**config.mk**
```make
export PLATFORM = sky130hd
export DESIGN_NAME = seq_adder_n
export DESIGN_NICKNAME = d
export VERILOG_FILES = /design/src/rtl/seq_adder_n.sv
export SDC_FILE = /design/constraint.sdc
export NUM_CORES = 1
export LEC_CHECK = 0
export ABC_AREA = 1
export CAP_MARGIN = 10
export CORE_MARGIN = 4
export CORE_UTILIZATION = 51
export CTS_CLUSTER_SIZE = 40
export DETAILED_ROUTE_END_ITERATION = 10
export MAX_ROUTING_LAYER = met4
export PLACE_DENSITY = 0.85
export SLEW_MARGIN = 25
export SYNTH_ARGS = -nofsm -noshare
export SYNTH_HDL_FRONTEND = slang
export SYNTH_SLANG_ARGS = --single-unit
```
**constraint.sdc**
```tcl
create_clock -name clk -period 1.9 [get_ports clk]
set_input_delay 0.19 -clock clk [delete_from_list [all_inputs] [get_ports clk]]
set_output_delay 0.19 -clock clk [all_outputs]
set_load 0.01 [all_outputs]
```
**src/rtl/seq_adder_n.sv**
```systemverilog
// Digit-serial adder: adds two WIDTH-bit operands DIGIT bits per clock, LSB digit first.
// Optional subtract mode is compiled in with SEQ_ADDER_SUB_EN (adds the sub port).
module seq_adder_n #(
    parameter int WIDTH = 8,
    parameter int DIGIT = 1
) (
    input  logic             clk,
    input  logic             rst_n,
    input  logic             start,
    input  logic [WIDTH-1:0] a,
    input  logic [WIDTH-1:0] b,
`ifdef SEQ_ADDER_SUB_EN
    input  logic             sub,
`endif
    output logic [WIDTH-1:0] sum,
    output logic             cout,
    output logic             busy,
    output logic             done
);

    // state   | meaning
    // S_IDLE  | waiting for start, last result held on sum/cout
    // S_RUN   | one digit consumed per clock, K clocks total

    localparam int K  = WIDTH / DIGIT;
    localparam int CW = (K > 1) ? $clog2(K) : 1;
    localparam logic [CW-1:0] LAST = CW'(K - 1);

    generate
        if (WIDTH < 1 || DIGIT < 1 || (WIDTH % DIGIT) != 0) begin : g_bad_param
            $error("seq_adder_n: WIDTH must be >= 1 and a multiple of DIGIT");
        end
    endgenerate

    typedef enum logic {S_IDLE, S_RUN} state_t;

    state_t           r_state;
    logic [WIDTH-1:0] r_a;
    logic [WIDTH-1:0] r_b;
    logic [WIDTH-1:0] r_res;
    logic             r_carry;
    logic [CW-1:0]    r_cnt;
    logic [WIDTH-1:0] r_sum;
    logic             r_cout;
    logic             r_busy;
    logic             r_done;

    logic [DIGIT:0]   w_dadd;
    logic [WIDTH-1:0] w_res_next;
    logic [WIDTH-1:0] w_b_in;
    logic             w_cin;

`ifdef SEQ_ADDER_SUB_EN
    // Subtraction as a + ~b + 1; the inversion is applied once at capture.
    assign w_b_in = sub ? ~b : b;
    assign w_cin  = sub;
`else
    assign w_b_in = b;
    assign w_cin  = 1'b0;
`endif

    assign w_dadd = {1'b0, r_a[DIGIT-1:0]} + {1'b0, r_b[DIGIT-1:0]}
                  + {{DIGIT{1'b0}}, r_carry};

    // New digit enters at the top; after K shifts the LSB digit sits at bit 0.
    assign w_res_next = WIDTH'({w_dadd[DIGIT-1:0], r_res} >> DIGIT);

    always_ff @(posedge clk) begin
        if (!rst_n) begin
            r_state <= S_IDLE;
            r_a     <= '0;
            r_b     <= '0;
            r_res   <= '0;
            r_carry <= 1'b0;
            r_cnt   <= '0;
            r_sum   <= '0;
            r_cout  <= 1'b0;
            r_busy  <= 1'b0;
            r_done  <= 1'b0;
        end else begin
            r_done <= 1'b0;
            case (r_state)
                S_IDLE: begin
                    if (start) begin
                        r_a     <= a;
                        r_b     <= w_b_in;
                        r_carry <= w_cin;
                        r_res   <= '0;
                        r_cnt   <= '0;
                        r_busy  <= 1'b1;
                        r_state <= S_RUN;
                    end
                end
                S_RUN: begin
                    r_a     <= r_a >> DIGIT;
                    r_b     <= r_b >> DIGIT;
                    r_carry <= w_dadd[DIGIT];
                    r_res   <= w_res_next;
                    r_cnt   <= r_cnt + 1'b1;
                    if (r_cnt == LAST) begin
                        r_sum   <= w_res_next;
                        r_cout  <= w_dadd[DIGIT];
                        r_done  <= 1'b1;
                        r_busy  <= 1'b0;
                        r_state <= S_IDLE;
                    end
                end
                default: r_state <= S_IDLE;
            endcase
        end
    end

    assign sum  = r_sum;
    assign cout = r_cout;
    assign busy = r_busy;
    assign done = r_done;

endmodule

```
* Word level (Yosys, flattened, before mapping) *
Index checks and enable logic that the tools add are counted.
W data, S select, Z words.

storage, ports and cells
  input bits = 19
  register bits = 40
  logic and storage cells = 37
  output and inout bits = 11

cells by class
  eq/ne operators = 3
  bitwise gates (word level) = 1
  add/subtract/negate cells = 3
  muxes and demuxes = 17
  reduce and logical (&&, ||, !) cells = 3

operator list
  operator               count
  $pmux W8 S2            3
  $mux W8                3
  $mux W1                6
  $pmux W1 S2            3
  $pmux W3 S2            1
  $reduce_and A2 Y1      3
  $add A3 B1 Y3 const B  1
  $eq A3 B3 Y1 const B   1
  $mux W3                1
  $add A1 B1 Y2          1
  $add A2 B1 Y2          1
  $ne A2 B1 Y1 const B   1
  $ne A2 B2 Y1 const B   1
  $not A1 Y1             1

* Depth between registers and ports, before layout *
Gate-level depths: netlist (run 1).

  word-level depth = 3
  depth in mapped cells = 7
  depth with buffers taken out = 6

* Least setup slack after synthesis (run 1) *
OpenSTA, ideal clock, no wires.

  path kind = register to register
  from = register r_cnt[0]
  to = register r_sum[0], in the netlist sum[0]
  period minus slack after synthesis = 1.139 ns
  required time = 1.787 ns
  setup time = 0.113 ns
  slack = 0.761 ns
  cell stages (with the launch flop) = 7
  path buffers = 0
  arrival = 1.026 ns
  cells stage by stage = dfxtp_1 -> ha_1 -> ha_1 -> nand2_4 -> inv_2 -> nor2_1 -> nor2_1

between the ends
  longest elaborated chain between the ends = 2

RTL lines
  item                                RTL line  source
  from (decl)                         42        logic [CW-1:0] r_cnt;
  from (signal assigned)              99        r_cnt <= r_cnt + 1'b1;
  $eq A3 B3 Y1                        100       if (r_cnt == LAST) begin
  $reduce_and A2 Y1 (no source line)  n/a
  to (signal assigned)                101       r_sum <= w_res_next;
  to (decl)                           43        logic [WIDTH-1:0] r_sum;

No other way between the ends.
A chain may end at the register's enable or synchronous reset.

* Worst setup path in the final report (run 1) *
  from = register r_busy, in the netlist busy
  to = output port busy

RTL lines
  item                    RTL line  source
  from (decl)             45        logic r_busy;
  from (signal assigned)  78        r_busy <= 1'b0;
  from (signal assigned)  90        r_busy <= 1'b1;
  from (signal assigned)  104       r_busy <= 1'b0;
  to (decl)               17        output logic busy,

No word-level cell between the ends.

==> impl_metrics.env, run 1 <==
export IMPL_outcome="finished, final reports clean"
export IMPL_drc=0
export IMPL_antenna_found_initial=0
export IMPL_ys_types=17
export IMPL_hold_viol=0
export IMPL_pwr_share_comb_pct=10.6
export IMPL_tightestPinTransition_ns=0.632
export IMPL_post_dp_cell_area_um2=1920
export IMPL_die_x_um=64.3
export IMPL_fin_worst_skew_ns=0.0108
export IMPL_hp_start="b[7]"
export IMPL_ant_nets=0
export IMPL_power_share_clock_pct=31.8
export IMPL_crit_type="reg -> out"
export IMPL_fin_crit_sh_pct=75.3
export IMPL_synth_fa_ha_area_share_pct=3.56
export IMPL_avgSynthCellArea_um2=7.42
export IMPL_n_fill_cell=272
export IMPL_register_area_um2=781
export IMPL_floorplan_initialDensity_pct=53.0
export IMPL_syn2layout_area_growth_pct=23.2
export IMPL_htreeDepth=2
export IMPL_vdd_ir_drop_max_mv=0.501
export IMPL_multi_input_area_um2=681
export IMPL_critical_path_slowest_cell="clkdlybuf4s50_1"
export IMPL_setup_viol_count_final=0
export IMPL_critPathCaptureType="primary output"
export IMPL_switching_share_pct=23.9
export IMPL_fin_nets=270
export IMPL_timing_rr_end="sum[4]"
export IMPL_crit_fanout=2
export IMPL_synthesis_nets=241
export IMPL_cp_buffers_inverters=1
export IMPL_hold_end="r_b[7]"
export IMPL_p_sw_w=0.000358
export IMPL_final_common_cell="nand2_1"
export IMPL_power_density_nw_per_um2=752
export IMPL_whs_path_depth=3
export IMPL_cp_required_ns=1.71
export IMPL_cts_resized=0
export IMPL_fin_crit_ns=1.43
export IMPL_hp_class="in -> reg"
export IMPL_fin_cells=292
export IMPL_coreArea_um2=3050
export IMPL_yosysWarnings=0
export IMPL_wl_per_cell_um=10.1
export IMPL_cts_buffer_depth=2
export IMPL_cts_setup_buffers=0
export IMPL_worstSkewPairLatency_ns=0.35
export IMPL_track_usage_pct=16.4
export IMPL_die_h_um=64.3
export IMPL_antenna_cells=0
export IMPL_relSlewSlack_pct=57.8
export IMPL_drt_first_pass_iters=4
export IMPL_grt_start_max_net_pins=24
export IMPL_setup_slack_ns=0.469
export IMPL_synth_area_um2=1620
export IMPL_path_cells="clkdlybuf4s50_1"
export IMPL_layout_common_cells="nand2_1, dfxtp_1, clkdlybuf4s50_1, nand3_1, a21oi_1"
export IMPL_placed_cells=284
export IMPL_cp_startpoint="busy"
export IMPL_hold_buffers=0
export IMPL_power_leakage_nw=0.890
export IMPL_synth_xor_area_share_pct=0
export IMPL_drt_initial_drc_count=44
export IMPL_tritoncts="done"
export IMPL_place_congestion=0.823
export IMPL_vias_per_cell=4.72
export IMPL_synth_compound_gate_area_share_pct=6.81
export IMPL_io_pins=30
export IMPL_drv_slew=0
export IMPL_drive_gt1_share_pct=6.45
export IMPL_syn_inst=218
export IMPL_grt_pass1_wl_mm=5.18
export IMPL_r2r_cells=6
export IMPL_rows=20
export IMPL_synth_simple_gate_area_share_pct=31.7
export IMPL_arrival_ns=1.24
export IMPL_synth_top_family_by_area="simple AND/OR/NAND/NOR gates"
export IMPL_dp_hpwl_mm=2.12
export IMPL_ys_ff_latch=39
export IMPL_cp_start_kind="flip-flop"
export IMPL_preCtsSetupSlack_ns=0.474
export IMPL_crit_family="buffers and inverters"
export IMPL_numCtsBuffers=5
export IMPL_drv_cap=0
export IMPL_cts_sinks=39
export IMPL_grt_pass1_vias=1204
export IMPL_r2r_setup_slack_ns=0.60
export IMPL_r2r_start="r_cnt[0]"
export IMPL_num_vias=1377
export IMPL_cts_root_buf="clkbuf_4"
export IMPL_fmax_ghz=0.699
export IMPL_seqPwrFrac_pct=57.6
export IMPL_rsz0062_at_grt="false"
export IMPL_cpPeakStageDelay_ns=0.55
export IMPL_tns_ns=0
export IMPL_yosysSeqAreaShare_pct=48.3
export IMPL_design_area_um2=1990
export IMPL_io_buffers=29
export IMPL_die_area_um2=4140
export IMPL_synthMuxAreaShare_pct=0
export IMPL_cts_clk_slew_worst_paths_ns=0.10
export IMPL_internal_power_w=0.00114
export IMPL_routed_wl_mm=2.95
export IMPL_grt_overflow=0
==> cell usage after synthesis <==
library cell	n	area, µm²
buf_1	1	3.75
ha_1	3	37.5
nor2_1	8	30.0
nor3_1	1	5.00
a21oi_1	21	105
nand3_1	28	140
dfxtp_1	39	781
buf_2	5	25.0
buf_6	4	45.0
buf_4	2	15.0
nor2_4	1	11.3
inv_1	16	60.1
nand2_1	84	315
o21ai_1	1	5.00
fa_1	1	20.0
inv_2	2	7.51
nand2_4	1	11.3
==> metrics by stage <==
step / hold WS, ns / total power (W) / utilization, %
floorplan: 0.333 / 0.000984 / -
global placement: 0.448 / 0.00104 / 63.0
detailed placement: 0.455 / 0.00104 / 63.0
CTS: 0.383 / 0.00151 / 65.3
global route: 0.418 / 0.00157 / 65.3
finish: 0.390 / 0.00150 / 65.3
==> flip-flops by register name, indices dropped and copies added (netlist names) <==
register / cells
busy: 1
cout: 1
done: 1
r_a: 8
r_b: 8
r_carry: 1
r_cnt: 3
r_res: 7
r_state: 1
sum: 8
==> worst max path at each step <==
stage / depth (start not counted) / end
after global placement: 7 / r_a[0]
final: 1 / busy
after floorplan: 6 / sum[0]
after CTS: 1 / busy
after global routing: 1 / busy
after detailed placement: 7 / r_a[2]
==> logic make-up after synthesis <==
group | Yosys count
AOI/OAI and AO/OA | 22
and+or+nand+nor | 123
adders and majority gates | 4
DFF | 39
buffers and inverters | 30
==> power by group through the flow <==
stage          clock (W)  combinational, W  sequential, W
2_1_floorplan          0          0.000108       0.000876
3_3_place_gp           0          0.000158       0.000882
3_5_place_dp           0          0.000160       0.000881
4_1_cts         0.000487          0.000161       0.000863
5_1_grt         0.000521          0.000180       0.000868
6_report        0.000476          0.000159       0.000863
==> layer usage <==
metal	vias up	wire length, µm	part of all wire (%)	global-route usage, %
met4	0	53	1.8	8.71
met5	-	0	0	-
met3	6	148	5.0	3.87
li1	735	-	-	-
met1	603	1460	49	20.8
met2	33	1290	44	24.1
==> area by class of cell <==
cell class,instances,area share [%]
Inverter,18,3.39
Timing Repair Buffer,34,17.1
Clock buffer,8,3.45
Sequential cell,39,39.2
Multi-Input combinational cell,149,34.1
Tap cell,44,2.76
No activity file was read; power rests on OpenSTA's default activity.
==> run 2, diff against run 1 <==
--- a/config.mk
+++ b/config.mk
@@ -8,11 +8,11 @@
 export ABC_AREA = 1
 export CAP_MARGIN = 10
 export CORE_MARGIN = 4
-export CORE_UTILIZATION = 51
+export CORE_UTILIZATION = 46
 export CTS_CLUSTER_SIZE = 40
 export DETAILED_ROUTE_END_ITERATION = 10
 export MAX_ROUTING_LAYER = met4
-export PLACE_DENSITY = 0.85
+export PLACE_DENSITY = 0.81
 export SLEW_MARGIN = 25
 export SYNTH_ARGS = -nofsm -noshare
 export SYNTH_HDL_FRONTEND = slang
==> constraint.sdc (replaced) <==
create_clock -name clk -period 1.2 [get_ports clk]
set_input_delay 0.12 -clock clk [delete_from_list [all_inputs] [get_ports clk]]
set_output_delay 0.12 -clock clk [all_outputs]
set_load 0.01 [all_outputs]
==> run 2 against run 1 <==
Cell area increased by 5.4%. Non-clock buffer count increased by 6. First-iteration DRC count increased by 110%. Global-route usage increased by 1.2 points. Flip-flop and latch count unchanged. Sequential power increased by 59%. Critical endpoint is now r_res[7]. Highest routed layer unchanged.
==> impl_metrics.env, run 2 (synthesized netlist as in run 1, its figures left out) <==
export IMPL_arrival_ns=1.46
export IMPL_crit_type="reg -> reg"
export IMPL_grt_pass1_vias=1224
export IMPL_setup_viol_count_final=0
export IMPL_layout_common_cells="nand2_1, dfxtp_1, nand3_1, clkdlybuf4s50_1, a21oi_1"
export IMPL_drc=0
export IMPL_antenna_found_initial=0
export IMPL_vias_per_cell=4.84
export IMPL_outcome="finished, final reports clean"
export IMPL_grt_start_max_net_pins=23
export IMPL_tightestPinTransition_ns=0.236
export IMPL_fin_crit_sh_pct=97.0
export IMPL_power_leakage_nw=0.957
export IMPL_fin_cells=300
export IMPL_vdd_ir_drop_max_mv=0.570
export IMPL_met1Wirelength_mm=1.64
export IMPL_track_usage_pct=17.6
export IMPL_relSlewSlack_pct=84.2
export IMPL_top_layer="met4"
export IMPL_htreeDepth=2
export IMPL_fin_nets=276
export IMPL_wl_met3_um=205
export IMPL_drt_first_pass_iters=4
export IMPL_hold_viol=0
export IMPL_cp_startpoint="r_a[0]"
export IMPL_cts_buffer_depth=2
export IMPL_critPathCaptureType="flip-flop"
export IMPL_drt_initial_drc_count=93
export IMPL_cts_setup_buffers=0
export IMPL_cts_clk_slew_worst_paths_ns=0.12
export IMPL_rsz0062_at_grt="false"
export IMPL_power_density_nw_per_um2=1100
export IMPL_r2r_start="r_a[0]"
export IMPL_io_buffers=29
export IMPL_final_common_cell="nand2_1"
export IMPL_fin_worst_skew_ns=0.00580
export IMPL_final_util_pct=62.5
export IMPL_cp_start_kind="flip-flop"
export IMPL_wl_per_cell_um=11.7
export IMPL_cts_sinks=39
export IMPL_floorplan_initialDensity_pct=48.1
export IMPL_drive_gt1_share_pct=13.0
export IMPL_dp_hpwl_mm=2.41
export IMPL_die_x_um=67.3
export IMPL_worstSkewPairLatency_ns=0.35
export IMPL_rows=21
export IMPL_antenna_cells=0
export IMPL_placed_cells=292
export IMPL_hold_buffers=0
export IMPL_cp_required_ns=1.50
export IMPL_cts_root_buf="clkbuf_4"
export IMPL_die_h_um=67.3
export IMPL_drv_slew=0
export IMPL_tritoncts="done"
export IMPL_numCtsBuffers=5
export IMPL_hp_class="in -> reg"
export IMPL_io_pins=30
export IMPL_dr_wl_met2_mm=1.59
export IMPL_num_vias=1452
export IMPL_grt_overflow=0
export IMPL_die_area_um2=4530
export IMPL_place_congestion=0.788
export IMPL_routed_wl_mm=3.50
export IMPL_crit_fanout=2
export IMPL_fin_crit_ns=1.16
export IMPL_ant_nets=0
export IMPL_tns_ns=0
export IMPL_drv_cap=0
export IMPL_hp_start="a[7]"
export IMPL_fmax_ghz=0.859
export IMPL_grt_pass1_wl_mm=5.71
export IMPL_syn2layout_area_growth_pct=29.9
export IMPL_coreArea_um2=3360
-- run 2: changes by cell type in the layout (fill, tap and decap cells not counted), sizes merged --
| cell | previous run | this run |
|---|---|---|
| clkinv | 0 | 1 |
| clkdlybuf4s50 | 29 | 18 |
| clkinvlp | 0 | 1 |
| buf | 5 | 11 |
| dlygate4sd2 | 0 | 11 |
| clkbuf | 8 | 6 |
-- run 2: critical path: stages (launching register included) --
cell,delay [ns]
dfxtp_2,0.35
fa_1,0.58
nand2_1,0.06
a21oi_1,0.13
-- run 2: worst paths after layout --
kind / to / slack (ns) / depth (start not counted)
max: r_res[7] / 0.04 / 3
min: r_a[7] / 0.34 / 3
min reg2reg: sum[5] / 0.47 / 2
max reg2reg: r_res[7] / 0.04 / 3
-- run 2: area by class of cell --
cell class | count | area [µm²]
Fill cell | 318 | 1260
Clock buffer | 6 | 41.3
Inverter | 18 | 75.1
Tap cell | 46 | 57.6
Clock inverter | 2 | 12.5
Timing Repair Buffer | 40 | 397
Multi-Input combinational cell | 149 | 732
Sequential cell | 39 | 786
-- run 2: metal layers --
layer	vias up	GRT usage (%)
met5	-	-
met4	0	7.85
met3	7	4.99
met2	46	25.5
met1	640	22.6
li1	759	-
-- run 2: repair_timing --
item	4_1_cts	5_1_grt
pin swaps	1	4
setup endpoints to repair	21	11
gates resized for setup	13	15
-- run 2: report_power, final --
part	total (W)	leakage [nW]	internal (W)	switching, W
Clock	0.000664	0.0282	0.000226	0.000438
Combinational	0.000289	0.610	0.000142	0.000146
Sequential	0.00137	0.319	0.00134	0.0000273
-- run 2: through the flow --
| stage | setup WS, ns | power, W | hold slack, ns | instance area (µm²) |
|---|---|---|---|---|
| floorplan | 0.0609 | 0.00156 | 0.263 | 1620 |
| global placement | -0.0322 | 0.00167 | 0.452 | 2000 |
| detailed placement | -0.0421 | 0.00168 | 0.453 | 2000 |
| CTS | 0.00347 | 0.00233 | 0.333 | 2040 |
| global route | 0.00143 | 0.00244 | 0.324 | 2100 |
| finish | 0.0357 | 0.00232 | 0.344 | 2100 |
